==> config.mk <==
export PLATFORM = sky130hd
export DESIGN_NAME = pal_dma_ctrl
export DESIGN_NICKNAME = d
export VERILOG_FILES = /design/src/rtl/pal_dma_ctrl.sv
export SDC_FILE = /design/constraint.sdc
export NUM_CORES = 1
export LEC_CHECK = 0
export BUFFER_PORTS_ARGS = -buffer_cell sky130_fd_sc_hd__buf_4
export CAP_MARGIN = 40
export CORE_MARGIN = 10
export CORE_UTILIZATION = 31
export CTS_BUF_LIST = sky130_fd_sc_hd__clkbuf_2 sky130_fd_sc_hd__clkbuf_4 sky130_fd_sc_hd__clkbuf_8
export CTS_CLUSTER_DIAMETER = 120
export DETAILED_ROUTE_END_ITERATION = 7
export PLACE_DENSITY_LB_ADDON = 0.12
export SLEW_MARGIN = 10
export SYNTH_ARGS = -nofsm -noshare
export SYNTH_HDL_FRONTEND = slang
export SYNTH_SLANG_ARGS = --single-unit
==> constraint.sdc <==
create_clock -name clk -period 2.84 [get_ports clk]
set_input_delay 0.426 -clock clk [delete_from_list [all_inputs] [get_ports clk]]
set_output_delay 0.426 -clock clk [all_outputs]
set_load 0.005 [all_outputs]
==> src/rtl/pal_dma_ctrl.sv <==
// Palette transfer sequencer: owns the GA21 write port of palette RAM.
// Copies a block from the CPU-side buffer RAM or fills a block with a
// constant, optionally starting on the next vblank rising edge.
module pal_dma_ctrl #(
  parameter int ADDR_W = 13
) (
  input  logic              clk,
  input  logic              reset,
  input  logic              cpu_wr,
  input  logic [1:0]        cpu_reg,
  input  logic [15:0]       cpu_din,
  input  logic              vblank,
  output logic [ADDR_W-1:0] src_addr,
  input  logic [15:0]       src_q,
  output logic              pal_req,
  output logic              pal_we,
  output logic [ADDR_W-1:0] pal_addr,
  output logic [15:0]       pal_data,
  output logic              busy,
  output logic              done
);

  typedef enum logic [1:0] {
    IDLE    = 2'd0,
    WAIT_VB = 2'd1,
    PRIME   = 2'd2,
    XFER    = 2'd3
  } state_t;

  state_t state_reg, state_next;

  // CPU-visible registers
  logic [ADDR_W-1:0] start_reg;
  logic [ADDR_W-1:0] count_reg;
  logic [15:0]       fill_reg;

  // Working copy latched at GO; later register writes do not disturb it
  logic [ADDR_W-1:0] addr_reg;
  logic [ADDR_W-1:0] remain_reg;
  logic              fill_mode_reg;
  logic [15:0]       wfill_reg;

  logic [ADDR_W-1:0] src_addr_reg;
  logic              done_reg;
  logic              vb_prev_reg;

  logic go;
  logic vb_rise;
  logic last_word;

  // Control bits above bit 2 and data bits above ADDR_W carry no meaning
  logic unused_din_bits;
  assign unused_din_bits = ^cpu_din[15:3];

  assign go        = cpu_wr && (cpu_reg == 2'd3) && cpu_din[0];
  assign vb_rise   = vblank && !vb_prev_reg;
  assign last_word = (remain_reg == ADDR_W'(1));

  // State register
  always_ff @(posedge clk) begin
    if (reset) state_reg <= IDLE;
    else       state_reg <= state_next;
  end

  // Next-state and port-control decode
  always_comb begin
    state_next = state_reg;
    busy       = 1'b0;
    pal_req    = 1'b0;
    pal_we     = 1'b0;
    case (state_reg)
      IDLE: begin
        // A zero count never leaves IDLE; only a done pulse results
        if (go && (count_reg != '0)) begin
          if (cpu_din[2])      state_next = WAIT_VB;
          else if (cpu_din[1]) state_next = XFER;
          else                 state_next = PRIME;
        end
      end
      WAIT_VB: begin
        busy = 1'b1;
        if (vb_rise) state_next = fill_mode_reg ? XFER : PRIME;
      end
      PRIME: begin
        busy       = 1'b1;
        pal_req    = 1'b1;
        state_next = XFER;
      end
      XFER: begin
        busy    = 1'b1;
        pal_req = 1'b1;
        pal_we  = 1'b1;
        if (last_word) state_next = IDLE;
      end
      default: state_next = IDLE;
    endcase
  end

  // Register file, working copy, address/count datapath and done pulse
  always_ff @(posedge clk) begin
    if (reset) begin
      start_reg     <= '0;
      count_reg     <= '0;
      fill_reg      <= '0;
      addr_reg      <= '0;
      remain_reg    <= '0;
      fill_mode_reg <= 1'b0;
      wfill_reg     <= '0;
      src_addr_reg  <= '0;
      done_reg      <= 1'b0;
      vb_prev_reg   <= 1'b0;
    end else begin
      vb_prev_reg <= vblank;
      done_reg    <= 1'b0;

      if (cpu_wr) begin
        case (cpu_reg)
          2'd0:    start_reg <= cpu_din[ADDR_W-1:0];
          2'd1:    count_reg <= cpu_din[ADDR_W-1:0];
          2'd2:    fill_reg  <= cpu_din;
          default: ;
        endcase
      end

      case (state_reg)
        IDLE: begin
          if (go) begin
            if (count_reg == '0) begin
              done_reg <= 1'b1;
            end else begin
              addr_reg      <= start_reg;
              remain_reg    <= count_reg;
              fill_mode_reg <= cpu_din[1];
              wfill_reg     <= fill_reg;
              src_addr_reg  <= start_reg;
            end
          end
        end
        PRIME: begin
          // First word is being read; point at the second for the overlap
          src_addr_reg <= addr_reg + ADDR_W'(1);
        end
        XFER: begin
          addr_reg   <= addr_reg + ADDR_W'(1);
          remain_reg <= remain_reg - ADDR_W'(1);
          if (!fill_mode_reg) src_addr_reg <= addr_reg + ADDR_W'(2);
          if (last_word) done_reg <= 1'b1;
        end
        default: ;
      endcase
    end
  end

  assign src_addr = src_addr_reg;
  assign pal_addr = addr_reg;
  assign done     = done_reg;
  assign pal_data = fill_mode_reg ? wfill_reg : src_q;

endmodule

==> results.md, run 1 <==
- The dominant synthesized flop cell is sky130_fd_sc_hd__dfxtp_1.
- Ranked by total cell area, the synthesized netlist is headed by sky130_fd_sc_hd__dfxtp_1 39%, sky130_fd_sc_hd__nand2_1 9.1%, sky130_fd_sc_hd__a21oi_1 7.9%.
- The number of clock buffers added by TritonCTS is 9.
- The number of clock sinks is ~100.
- The clock transition time at the flip-flop clock pins of the worst setup and hold paths is ~0.10 ns.
- The clock tree from TritonCTS is built.
- The arrival time at the worst endpoint is around 2.0 ns.
- The floorplan step defined a die boundary enclosing between 20000 and 25000 um2.
- The shortest clock period the worst path allows after layout is 2.39 ns.
- The site row count is between 40 and 50.
- Dividing the detail-routed wire length by the instance count gives between 15 and 20 um.
- The detailed router's first-iteration violation count is roughly 370.
- The number of global-route vias before repair is between 4000 and 5000.
- The filler cells instantiated in the layout total roughly 1800.
- The maximum cell stage delay along the critical path is just under 0.4 ns.
- The share of the synthesized area in the top cell type is 39.4%.
- The detailed-router iteration count before antenna repair is 5.
- The depth of the worst hold-timing path is 2.
- The worst flop-to-flop path startpoint is state_reg[0].
- Counting instances in the post-synthesis netlist gives the leading cell types as 126 x sky130_fd_sc_hd__nand2_1, 102 x sky130_fd_sc_hd__dfxtp_1, 82 x sky130_fd_sc_hd__a21oi_1.
- The worst register-to-register path ends at pal_addr[8].
- The setup TNS is 0 ns.
- The synthesized netlist occupies a cell area of ~5200 um2.
- The share of synthesized area spent on multiplexers is around 7.7%.
- After routing the design area is about 6000 um2.
- The flow ran to the end, and the final reports show no timing, DRC or antenna violations.
- Before CTS, the worst setup slack after placement is about 0.5 ns.
- The overall routing resource usage is ~14%.
- The share of synthesized cell area in and, or, nand and nor gates is 22.3%.
- The wire length of the first global-routing pass is 25.2 mm.
- In the routed design, unresolved DRC markers number 0.
- After layout, the design draws a total of ~3.6 mW.
- The post-CTS setup-driven buffer insertion count is 0.
- The count of vias placed by the detailed router is ~4900.
- The number of resized instances in the post-cts repair step is 0.
- During placement, the flow inserted port buffers numbering between 80 and 90.
- In this run the register-to-register setup slack is around 0.5 ns.
- The initial antenna violation count was 0.
- The critical path goes through ha_2 -> buf_4 -> nor2_1 -> buf_4 -> inv_1 -> buf_4.
- The number of top-level pins is 84.
- By instance count, the leading cell after synthesis is sky130_fd_sc_hd__nand2_1.
- The maximum fanout encountered on the critical timing path is 19.
- No sink is reached through more buffers than the 2 on the longest clock path.
- The minimum setup slack in the final design is about 0.45 ns.
- The leakage power summed over all cells is 2.24 nW.
- The insertion delay of the later-clocked pin in the worst-skew pair is just under 0.4 ns.
- The utilization of the core after routing is between 30% and 40%.
- The number of buffers inserted for hold repair after clock tree synthesis is 0.
- The number of setup violations in the final report is 0.
- Detailed placement ended at an HPWL of between 10 and 15 mm.
- In this run the remaining antenna-violating nets after routing total 0.
- The final critical path takes up a little over four fifths of the cycle.
- The core footprint is 16500 um2.
- The kind of path behind the tightest hold check is primary input to flop.
- The total power per unit cell area is 579 nW/um2.
- The final cell count without fillers is ~930.
- The number of distinct library cells after synthesis is 64.
- The sequential-to-total area share from yosys stat is 39.4%.
- The capturing element type of the critical path is a primary output.
- The largest family of logic cells by synthesized area is simple AND/OR/NAND/NOR gates.
- The max-slew violation count is 0.
- Relative to the synthesized area, the layout overhead comes to 19.0%.
- The number of nets in the layout is 756.
- The post-placement cell count is 918.
- The root buffer selected by CTS is sky130_fd_sc_hd__clkbuf_8.
- For this configuration, the core starts out at a cell density of between 30% and 40%.
- The critical-path cell with the highest stage delay is sky130_fd_sc_hd__dfxtp_1.
- Wires add up to 15.9 mm.
- For hold timing, the worst endpoint is vb_prev_reg.
- Of the cells placed in the final design, the portion with a size suffix greater than 1 is a little over a fifth.
- The maximum frequency from static timing analysis is ~0.42 GHz.
- The die span in y is between 100 and 150 um.
- The cell taking the most area after synthesis is sky130_fd_sc_hd__dfxtp_1.
- Using the TritonRoute via totals, the vias-per-cell ratio works out to ~5.2.
- The final clock skew is 0.00615 ns.
- Counting flops with an async set or reset pin after synthesis yields a share of 0%.
- Across all hold checks on the routed design, the worst slack comes to ~0.26 ns.
- After Yosys synthesis, full adders, half adders and majority gates account for ~2.2% of the synthesized area.
- The worst setup path is of the flop to primary output kind.
- The critical path buffer and inverter count is 4.
- In the final layout, the multi-input gates occupy ~2900 um2.
- Counting flops with a built-in enable in the synthesized netlist gives 0.
- The net count after synthesis is 692.
- Dividing the synthesized area by the synthesized cell count gives around 8.0 um2.
- The number of violations of the max-capacitance limit is 0.
- The worst-margin pin slew is about 0.61 ns.
- The synthesized netlist devotes about 2.2% of its cell area to XOR and XNOR gates.
- In this design, the critical path's most frequently occurring cell is sky130_fd_sc_hd__buf_4.
- The total count of hold-check failures in the final report is 0.
- The gate count after technology mapping is 645.
- The launch point of the worst hold path is vblank.
- Headroom to the max-slew limit came out at about three fifths.
- Entering global routing, the biggest net connects 61 pins.
- The congestion estimate from routability-driven global placement came to ~0.83.
- The fraction of the mapped netlist area in compound gates is 20.5%.
- Setup repair after global routing left no endpoint under its margin.
- The floorplan step set the die width to 149 um.
- The required time of the critical path is around 2.4 ns.
- The flip-flop and latch count after synthesis is 102.
- The critical path startpoint category is a flop.
- The startpoint of the worst setup timing path is state_reg[1].
- IR analysis of the VDD net gives a maximum drop of around 300 uV.
- Measured in cells, the most critical reg-to-reg path has a length of 7.
- The count of warnings emitted by yosys is 0.
- The H-tree level count is 3.
- The area of all sequential standard cells is between 2000 and 2500 um2.
- The remaining global-route overflow is 0.
- The number of inserted diodes is 0.
- Once placement finished, the instance area stood at ~6000 um2.
- On the critical path the largest part of the delay comes from buffers and inverters.
## layout make-up
cell class | instances | share of cell area [%]
inverters | 16 | 0.973
multi-input cells | 479 | 46.2
clock buffers | 11 | 2.35
flip-flops and latches | 102 | 33.1
repair buffers | 101 | 12.4
clock inverters | 4 | 0.507
well taps | 220 | 4.46
## cell families after synthesis
group,after synthesis
AO/OA/AOI/OAI,166
XOR/XNOR,13
adder cells (fa/ha/maj),9
buffers and inverters,64
flip-flops,102
multiplexers,38
AND/OR/NAND/NOR,253
## worst reg2reg max path, delay by kind of cell (launching register included)
family | cells | cell delay, ns
AND/OR/NAND/NOR | 1 | 0.37
flip-flops | 1 | 0.34
buffers and inverters | 2 | 0.24
adder cells (fa/ha/maj) | 1 | 0.36
AO/OA/AOI/OAI | 3 | 0.92
## cell usage in the layout, fill, tap and decap left out, drive strengths merged, types with 5 or more instances in the layout
cell type / Yosys / layout
nand2: 126 / 126
nand3: 9 / 9
clkbuf: 29 / 11
a22oi: 8 / 8
dfxtp: 102 / 102
a311oi: 8 / 8
mux2i: 21 / 21
nor3: 20 / 20
o21ai: 22 / 22
nor2: 55 / 55
a21oi: 84 / 84
a211oi: 8 / 8
o32ai: 7 / 7
ha: 9 / 9
nand4: 5 / 5
or2: 6 / 6
mux2: 17 / 17
a221oi: 6 / 6
buf: 19 / 101
nor4: 8 / 8
nor2b: 8 / 8
inv: 15 / 17
xor2: 9 / 9
## worst max path at each step
stage / to / slack [ns] / cells past startpoint
global placement: pal_addr[8] / 0.64 / 7
global route: pal_addr[8] / 0.29 / 7
CTS: pal_req / 0.43 / 6
detailed placement: pal_addr[8] / 0.49 / 7
floorplan: wfill_reg[10] / 0.88 / 9
finish: pal_req / 0.45 / 6
## power by group
group / switching, mW / total (mW) / internal [mW]
Combinational: 0.628 / 1.09 / 0.462
Clock: 0.523 / 0.878 / 0.355
Sequential: 0.0692 / 1.61 / 1.54
## layer usage
layer  vias up  GRT usage (%)  part of all wire (%)  wire length (um)
met3        19           5.04                   7.5              1190
met2       151           21.4                    43              6850
li1       2381              -                     -                 -
met5         -              0                     0                 0
met1      2311           18.4                    48              7560
met4         0           4.42                   2.0               312
Note: power is estimated with default switching activity, not from simulation.
==> run 2: changes to the inputs <==
==> constraint.sdc (replaced) <==
create_clock -name clk -period 2.2 [get_ports clk]
set_input_delay 0.33 -clock clk [delete_from_list [all_inputs] [get_ports clk]]
set_output_delay 0.33 -clock clk [all_outputs]
set_load 0.005 [all_outputs]
==> run 2 against run 1 <==
  * Clock power rose by 31%
  * Cell area rose by 2.9%
  * First-iteration DRC count fell by 11%
  * Die area did not move
  * Core utilization rose by 1.1 points
  * Count of clock-buffer cells in the layout fell by 2
  * Routed wire length rose by 1.0%
  * Combinational power rose by 39%
  * Critical path depth did not move
==> results.md, run 2 (synthesized netlist as in run 1, its figures left out) <==
- The post-route worst hold slack is 0.169 ns (-0.0896 ns).
- The proportion of power drawn by combinational gates is 31.9% (+1.4 points).
- The maximum number of pins on one net before global-route repair came to 36 (-41%).
- The die outline width is 149 um (unchanged).
- The sequential power share came to 43.8% (-1.2 points).
- The share of cells above drive strength 1 came to 23.4% (+2.0 points).
- The worst setup path is launched from a flop.
- The overall die area is 22300 um2 (unchanged).
- The post-CTS setup-driven buffer insertion count was 0 (unchanged).
- The wire length of the first global-routing pass is 26.1 mm (+3.5%).
- The arrival time at the worst endpoint is 1.74 ns (-0.22 ns).
- The total count of hold-check failures in the final report is 0 (unchanged).
- The required time of the critical path is 1.87 ns (-0.54 ns).
- The core footprint is 16500 um2 (unchanged).
- The number of resized instances in the post-cts repair step came to 0 (unchanged).
- The leakage power summed over all cells is 2.33 nW (+4.4%).
- The total power per unit cell area is 747 nW/um2 (+29%).
- The detailed router's first-iteration violation count is 327 (-11%).
- The clock transition time at the flip-flop clock pins of the worst setup and hold paths is 0.11 ns (about the same).
- The initial antenna violation count came to 0 (unchanged).
- The number of buffers created by CTS is 9 (unchanged).
- The setup TNS is 0 ns (unchanged).
- The critical path start-end classification is flop to primary output.
- The number of setup violations in the final report came to 0 (unchanged).
- Compared with the post-synthesis result, the final layout area differs by 22.4%.
- The total detailed-routing wirelength is 16.1 mm (+1.0%).
- The worst-margin pin slew is 0.550 ns (-0.0568 ns).
- The wire length per cell is 16.9 um (-0.99%).
- The worst slew margin relative to its limit is 63.3% (+3.7 points).
- The detailed-router iteration count before antenna repair is 7 (+2).
- Leaving out fill and tap cells, the most frequent cell in the layout is sky130_fd_sc_hd__nand2_1.
- The routability-driven placement congestion ratio is 0.865 (+4.2%).
- The number of violations of the max-capacitance limit came to 0 (unchanged).
- The library cells used most frequently in the layout, excluding fill and tap cells, are 126 x sky130_fd_sc_hd__nand2_1, 117 x sky130_fd_sc_hd__buf_4, 102 x sky130_fd_sc_hd__dfxtp_1.
- The flow ran to the end, and the final reports show no timing, DRC or antenna violations.
- The number of top-level pins is 84 (unchanged).
- The count of vias placed by the detailed router is 4861 (-0.021%).
- The H-tree level count is 3 (unchanged).
- The final clock skew is 0.0142 ns (+0.00807 ns).
- The clock tree from TritonCTS is built.
- The path class of the tightest hold or removal check is primary input to flop.
- The insertion delay of the later-clocked pin in the worst-skew pair is 0.38 ns (about the same).
- The number of inserted diodes is 0 (unchanged).
- The die span in y is 149 um (unchanged).
- The maximum resistive drop on vdd was 289 uV (-5.0%).
- The number of global-route vias before repair is 4810 (+2.9%).
- The initial standard-cell utilization of the core came to 31.5% (unchanged).
- The number of nets in the layout is 775 (+2.5%).
- The site row count is 47 (unchanged).
- The buffer levels on the longest clock path came to 2 (unchanged).
- The switching power of the nets is 1.64 mW (+34%).
- The capturing element type of the critical path is a primary output.
- Counting I/O delays and the setup requirement, the final critical path takes roughly 2.1 ns.
- The total DRC errors in the routed layout came to 0 (unchanged).
- The clock group share of total power is 24.3% (-0.2 points).
- The fraction of the cycle the final worst path needs is between 90% and 100%.
- The remaining global-route overflow was 0 (unchanged).
- The internal power contribution is 3.10 mW (+32%).
- The maximum fanout encountered on the critical timing path is 15 (-4).
- The number of buffers added on ports is 83 (unchanged).
- The switching part of the total is 34.6% (+0.45 points).
- The number of nets with antenna violations after routing is 0 (unchanged).
- The number of clock sinks is 102 (unchanged).
- The cell sitting at the root of the clock tree is a sky130_fd_sc_hd__clkbuf_8.
- The max-slew violation count is 0 (unchanged).
- The placed wire-length estimate after detailed placement is 11.8 mm (+3.6%).
- Setup repair after global routing left no endpoint under its margin.
- The overall routing resource usage was 14.6% (+0.39 points).
- The maximum frequency from static timing analysis is slightly below 0.5 GHz.
- The post-detailed-route via-to-cell ratio is 5.11 (-2.0%).
- The number of buffers inserted for hold repair after clock tree synthesis came to 0 (unchanged).
[run 2: worst max-delay path, cell delays in order (launching register included)]
cell and delay (ns):
sky130_fd_sc_hd__dfxtp_1 0.39, sky130_fd_sc_hd__inv_1 0.11, sky130_fd_sc_hd__ha_1 0.32, sky130_fd_sc_hd__nor2_1 0.12, sky130_fd_sc_hd__buf_4 0.22, sky130_fd_sc_hd__inv_1 0.06
sky130_fd_sc_hd__buf_4 0.13
[run 2: path summary, 6_finish.rpt]
kind | endpoint | startpoint | cells after the start | slack [ns]
max | pal_req | state_reg[0] | 6 | 0.13
min | vb_prev_reg | vblank | 2 | 0.17
max reg2reg | pal_addr[0] | state_reg[0] | 8 | 0.21
min reg2reg | fill_reg[11] | fill_reg[11] | 2 | 0.46
[run 2: stage by stage]
| stage | worst slack, ns | utilization, % | total power, mW | std cells | instance area [um2] |
|---|---|---|---|---|---|
| after floorplan | 0.242 | - | 2.99 | 645 | 5190 |
| after global placement | 0.283 | 37.5 | 3.63 | 937 | 6170 |
| after detailed placement | 0.237 | 37.5 | 3.66 | 937 | 6170 |
| after CTS | 0.100 | 38.6 | 4.81 | 952 | 6350 |
| after global routing | 0.0128 | 38.6 | 5.07 | 952 | 6350 |
| final | 0.132 | 38.6 | 4.74 | 952 | 6350 |
[run 2: power groups by stage]
stage               combinational, mW  sequential [mW]  clock (mW)
floorplan                       0.882             2.11           0
global placement                 1.51             2.11           0
detailed placement               1.53             2.12           0
CTS                              1.54             2.08        1.20
global route                     1.69             2.10        1.28
finish                           1.51             2.08        1.15
[run 2: final cells by class]
cell class | count | area [um2]
sequential | 102 | 2040
inverter | 16 | 60.1
fill | 1731 | 10100
clock inverter | 6 | 56.3
multi-input combinational | 479 | 2860
tap | 220 | 275
clock buffer | 9 | 124
timing repair buffer | 120 | 938
[run 2: layer usage]
metal / global-route usage [%] / vias up / part of all wire (%)
li1: - / 2421 / -
met1: 19.4 / 2254 / 47
met2: 21.9 / 168 / 43
met3: 3.91 / 18 / 7.3
met4: 5.54 / 0 / 2.0
met5: 0 / - / 0
==> run 3: changes to the inputs <==
--- a/config.mk
+++ b/config.mk
@@ -8,7 +8,7 @@
 export BUFFER_PORTS_ARGS = -buffer_cell sky130_fd_sc_hd__buf_4
 export CAP_MARGIN = 40
 export CORE_MARGIN = 10
-export CORE_UTILIZATION = 31
+export CORE_UTILIZATION = 32
 export CTS_BUF_LIST = sky130_fd_sc_hd__clkbuf_2 sky130_fd_sc_hd__clkbuf_4 sky130_fd_sc_hd__clkbuf_8
 export CTS_CLUSTER_DIAMETER = 120
 export DETAILED_ROUTE_END_ITERATION = 7
==> run 3 against run 2 <==
  * Sequential share of layout area shrank 0.081 points
  * Combinational power about the same
  * Critical path depth grew 1
==> results.md, run 3 (synthesized netlist as in run 1, its figures left out) <==
- The flow ran to the end, and the final reports show no timing, DRC or antenna violations.
- In this run the critical register-to-register path is launched from pal_addr[2].
- The site row count is 46 (-2.1%).
- The core footprint is 15900 um2 (-3.5%).
- The remaining global-route overflow is 0 (unchanged).
- The design area was 6370 um2 (+0.32%).
- The insertion delay of the later-clocked pin in the worst-skew pair came to 0.39 ns (about the same).
- The number of buffers added on ports is 83 (unchanged).
- The overall routing resource usage is 14.4% (-0.20 points).
- The maximum frequency from static timing analysis is 0.484 GHz (about the same).
- The number of top-level pins is 84 (unchanged).
- The number of inserted diodes is 0 (unchanged).
- The top routing layer in use is met4.
- STA classifies the critical path startpoint as a flop.
- The detailed-router iteration count before antenna repair is 5 (-2).
- The final clock skew was 0.0155 ns (+0.00124 ns).
- The detailed router's first-iteration violation count is 356 (+8.9%).
- The total power per unit cell area came to 775 nW/um2 (+3.8%).
- The most common cell after layout, fill and taps aside is sky130_fd_sc_hd__nand2_1.
- The setup slack after placement was 0.210 ns (-0.0270 ns).
- The total count of hold-check failures in the final report was 0 (unchanged).
- Compared with the post-synthesis result, the final layout area differs by 22.8%.
- The minimum setup slack in the final design came to 0.132 ns (+0.000370 ns).
- The post-placement cell count is 931 (-0.64%).
- The startpoint of the worst setup timing path is state_reg[0].
- The total detailed-routing wirelength is 15.8 mm (-2.0%).
- The number of setup violations in the final report was 0 (unchanged).
- The buffer levels on the longest clock path is 2 (unchanged).
- The count of vias placed by the detailed router is 4896 (+0.72%).
- The overall die area is 21700 um2 (-2.7%).
- The wire length per cell came to 16.7 um (-1.3%).
- The wire length of the first global-routing pass is 25.6 mm (-1.9%).
- The number of global-route vias before repair is 4734 (-1.6%).
- The max-slew violation count came to 0 (unchanged).
- The post-CTS setup-driven buffer insertion count is 0 (unchanged).
- The number of buffers created by CTS is 9 (unchanged).
- The worst-margin pin slew was 0.546 ns (-0.00401 ns).
- The share of cells above drive strength 1 came to 23.5% (+0.096 points).
- The die outline width is 147 um (-1.4%).
- The critical path start-end classification is flop to primary output.
- The clock tree from TritonCTS is built.
- The maximum fanout encountered on the critical timing path was 9 (-6).
- STA classifies the critical path endpoint as a primary output.
- The final cell count without fillers is 945 (-0.74%).
- The utilization of the core after routing is 40.1% (+1.5 points).
- The leakage power summed over all cells is 2.35 nW (+0.58%).
- The library cells used most frequently in the layout, excluding fill and tap cells, are 126 x sky130_fd_sc_hd__nand2_1, 114 x sky130_fd_sc_hd__buf_4, 101 x sky130_fd_sc_hd__dfxtp_1.
- The initial antenna violation count is 0 (unchanged).
- The total met3 wirelength after detailed routing is 909 um (-23%).
- The total power is 4.94 mW (+4.2%).
- The launch point of the worst hold path is vblank.
- The shortest clock period the worst path allows after layout came to 2.07 ns (-0.000370 ns).
- The required time of the critical path is 1.87 ns (about the same).
- The initial standard-cell utilization of the core is 32.7% (+1.2 points).
- The routability-driven placement congestion ratio was 0.808 (-6.6%).
- The maximum resistive drop on vdd was 422 uV (+46%).
- The placed wire-length estimate after detailed placement was 11.7 mm (-1.3%).
- The number of clock sinks is 102 (unchanged).
- The post-route worst hold slack came to 0.166 ns (-0.00316 ns).
- The fraction of the cycle the final worst path needs is 94.0% (about the same).
- The number of violations of the max-capacitance limit is 0 (unchanged).
- The die span in y came to 147 um (-1.4%).
- The tree is rooted in a sky130_fd_sc_hd__clkbuf_8.
- The number of nets with antenna violations after routing came to 0 (unchanged).
- The met1 routed wirelength after detailed routing is 7.71 mm (+1.2%).
- The H-tree level count came to 3 (unchanged).
- Setup repair after global routing left no endpoint under its margin.
- The total placed instance area was 6150 um2 (-0.32%).
- The clock transition time at the flip-flop clock pins of the worst setup and hold paths is 0.11 ns (about the same).
- The number of filler instances in the final layout is 1700 (-1.8%).
- The kind of path behind the tightest hold check is primary input to flop.
- The met2 wire length came to 6.88 mm (-1.1%).
- The arrival time at the worst endpoint was 1.74 ns (about the same).
- The number of nets in the layout is 773 (-0.26%).
- The setup TNS is 0 ns (unchanged).
- The total DRC errors in the routed layout is 0 (unchanged).
- The worst slew margin relative to its limit is 63.5% (+0.27 points).
- The post-detailed-route via-to-cell ratio is 5.18 (+1.5%).
- The number of buffers inserted for hold repair after clock tree synthesis is 0 (unchanged).
- The maximum number of pins on one net before global-route repair is 46 (+28%).
## run 3: path summary, 6_finish.rpt
| kind | slack [ns] | to | cells past startpoint |
|---|---|---|---|
| min | 0.17 | vb_prev_reg | 2 |
| min reg2reg | 0.46 | fill_reg[3] | 2 |
| max | 0.13 | pal_req | 7 |
| max reg2reg | 0.22 | src_addr[5] | 7 |
## run 3: routing by layer
layer	track usage, %	vias to the layer above
met5	0	-
met2	21.7	144
li1	-	2418
met1	19.3	2319
met3	3.75	15
met4	5.10	0
## run 3: what timing repair did
action / in CTS / in global routing
setup endpoints to repair: 0 / 2
hold endpoints to repair: 0 / 0
resized for setup: 0 / 4
## run 3: layout make-up
cell class | count | area (um2) | area share [%]
repair buffers | 118 | 927 | 14.6
multi-input cells | 479 | 2860 | 45.0
clock inverters | 5 | 82.6 | 1.30
clock buffers | 9 | 124 | 1.94
inverters | 16 | 60.1 | 0.943
flip-flops and latches | 102 | 2040 | 32.1
well taps | 216 | 270 | 4.24
## run 3: report_power, final
part           switching [mW]  internal [mW]
Clock                   0.691          0.635
Combinational           0.833          0.698
Sequential             0.0914           1.99
Total                    1.62           3.32
## run 3: critical path, cell delays in order, from the launching register on
cell                      delay (ns)
sky130_fd_sc_hd__dfxtp_2        0.36
sky130_fd_sc_hd__inv_1          0.09
sky130_fd_sc_hd__ha_1           0.24
sky130_fd_sc_hd__buf_4          0.19
sky130_fd_sc_hd__nor2_2         0.13
sky130_fd_sc_hd__buf_6          0.16
sky130_fd_sc_hd__inv_1          0.04
sky130_fd_sc_hd__buf_4          0.12
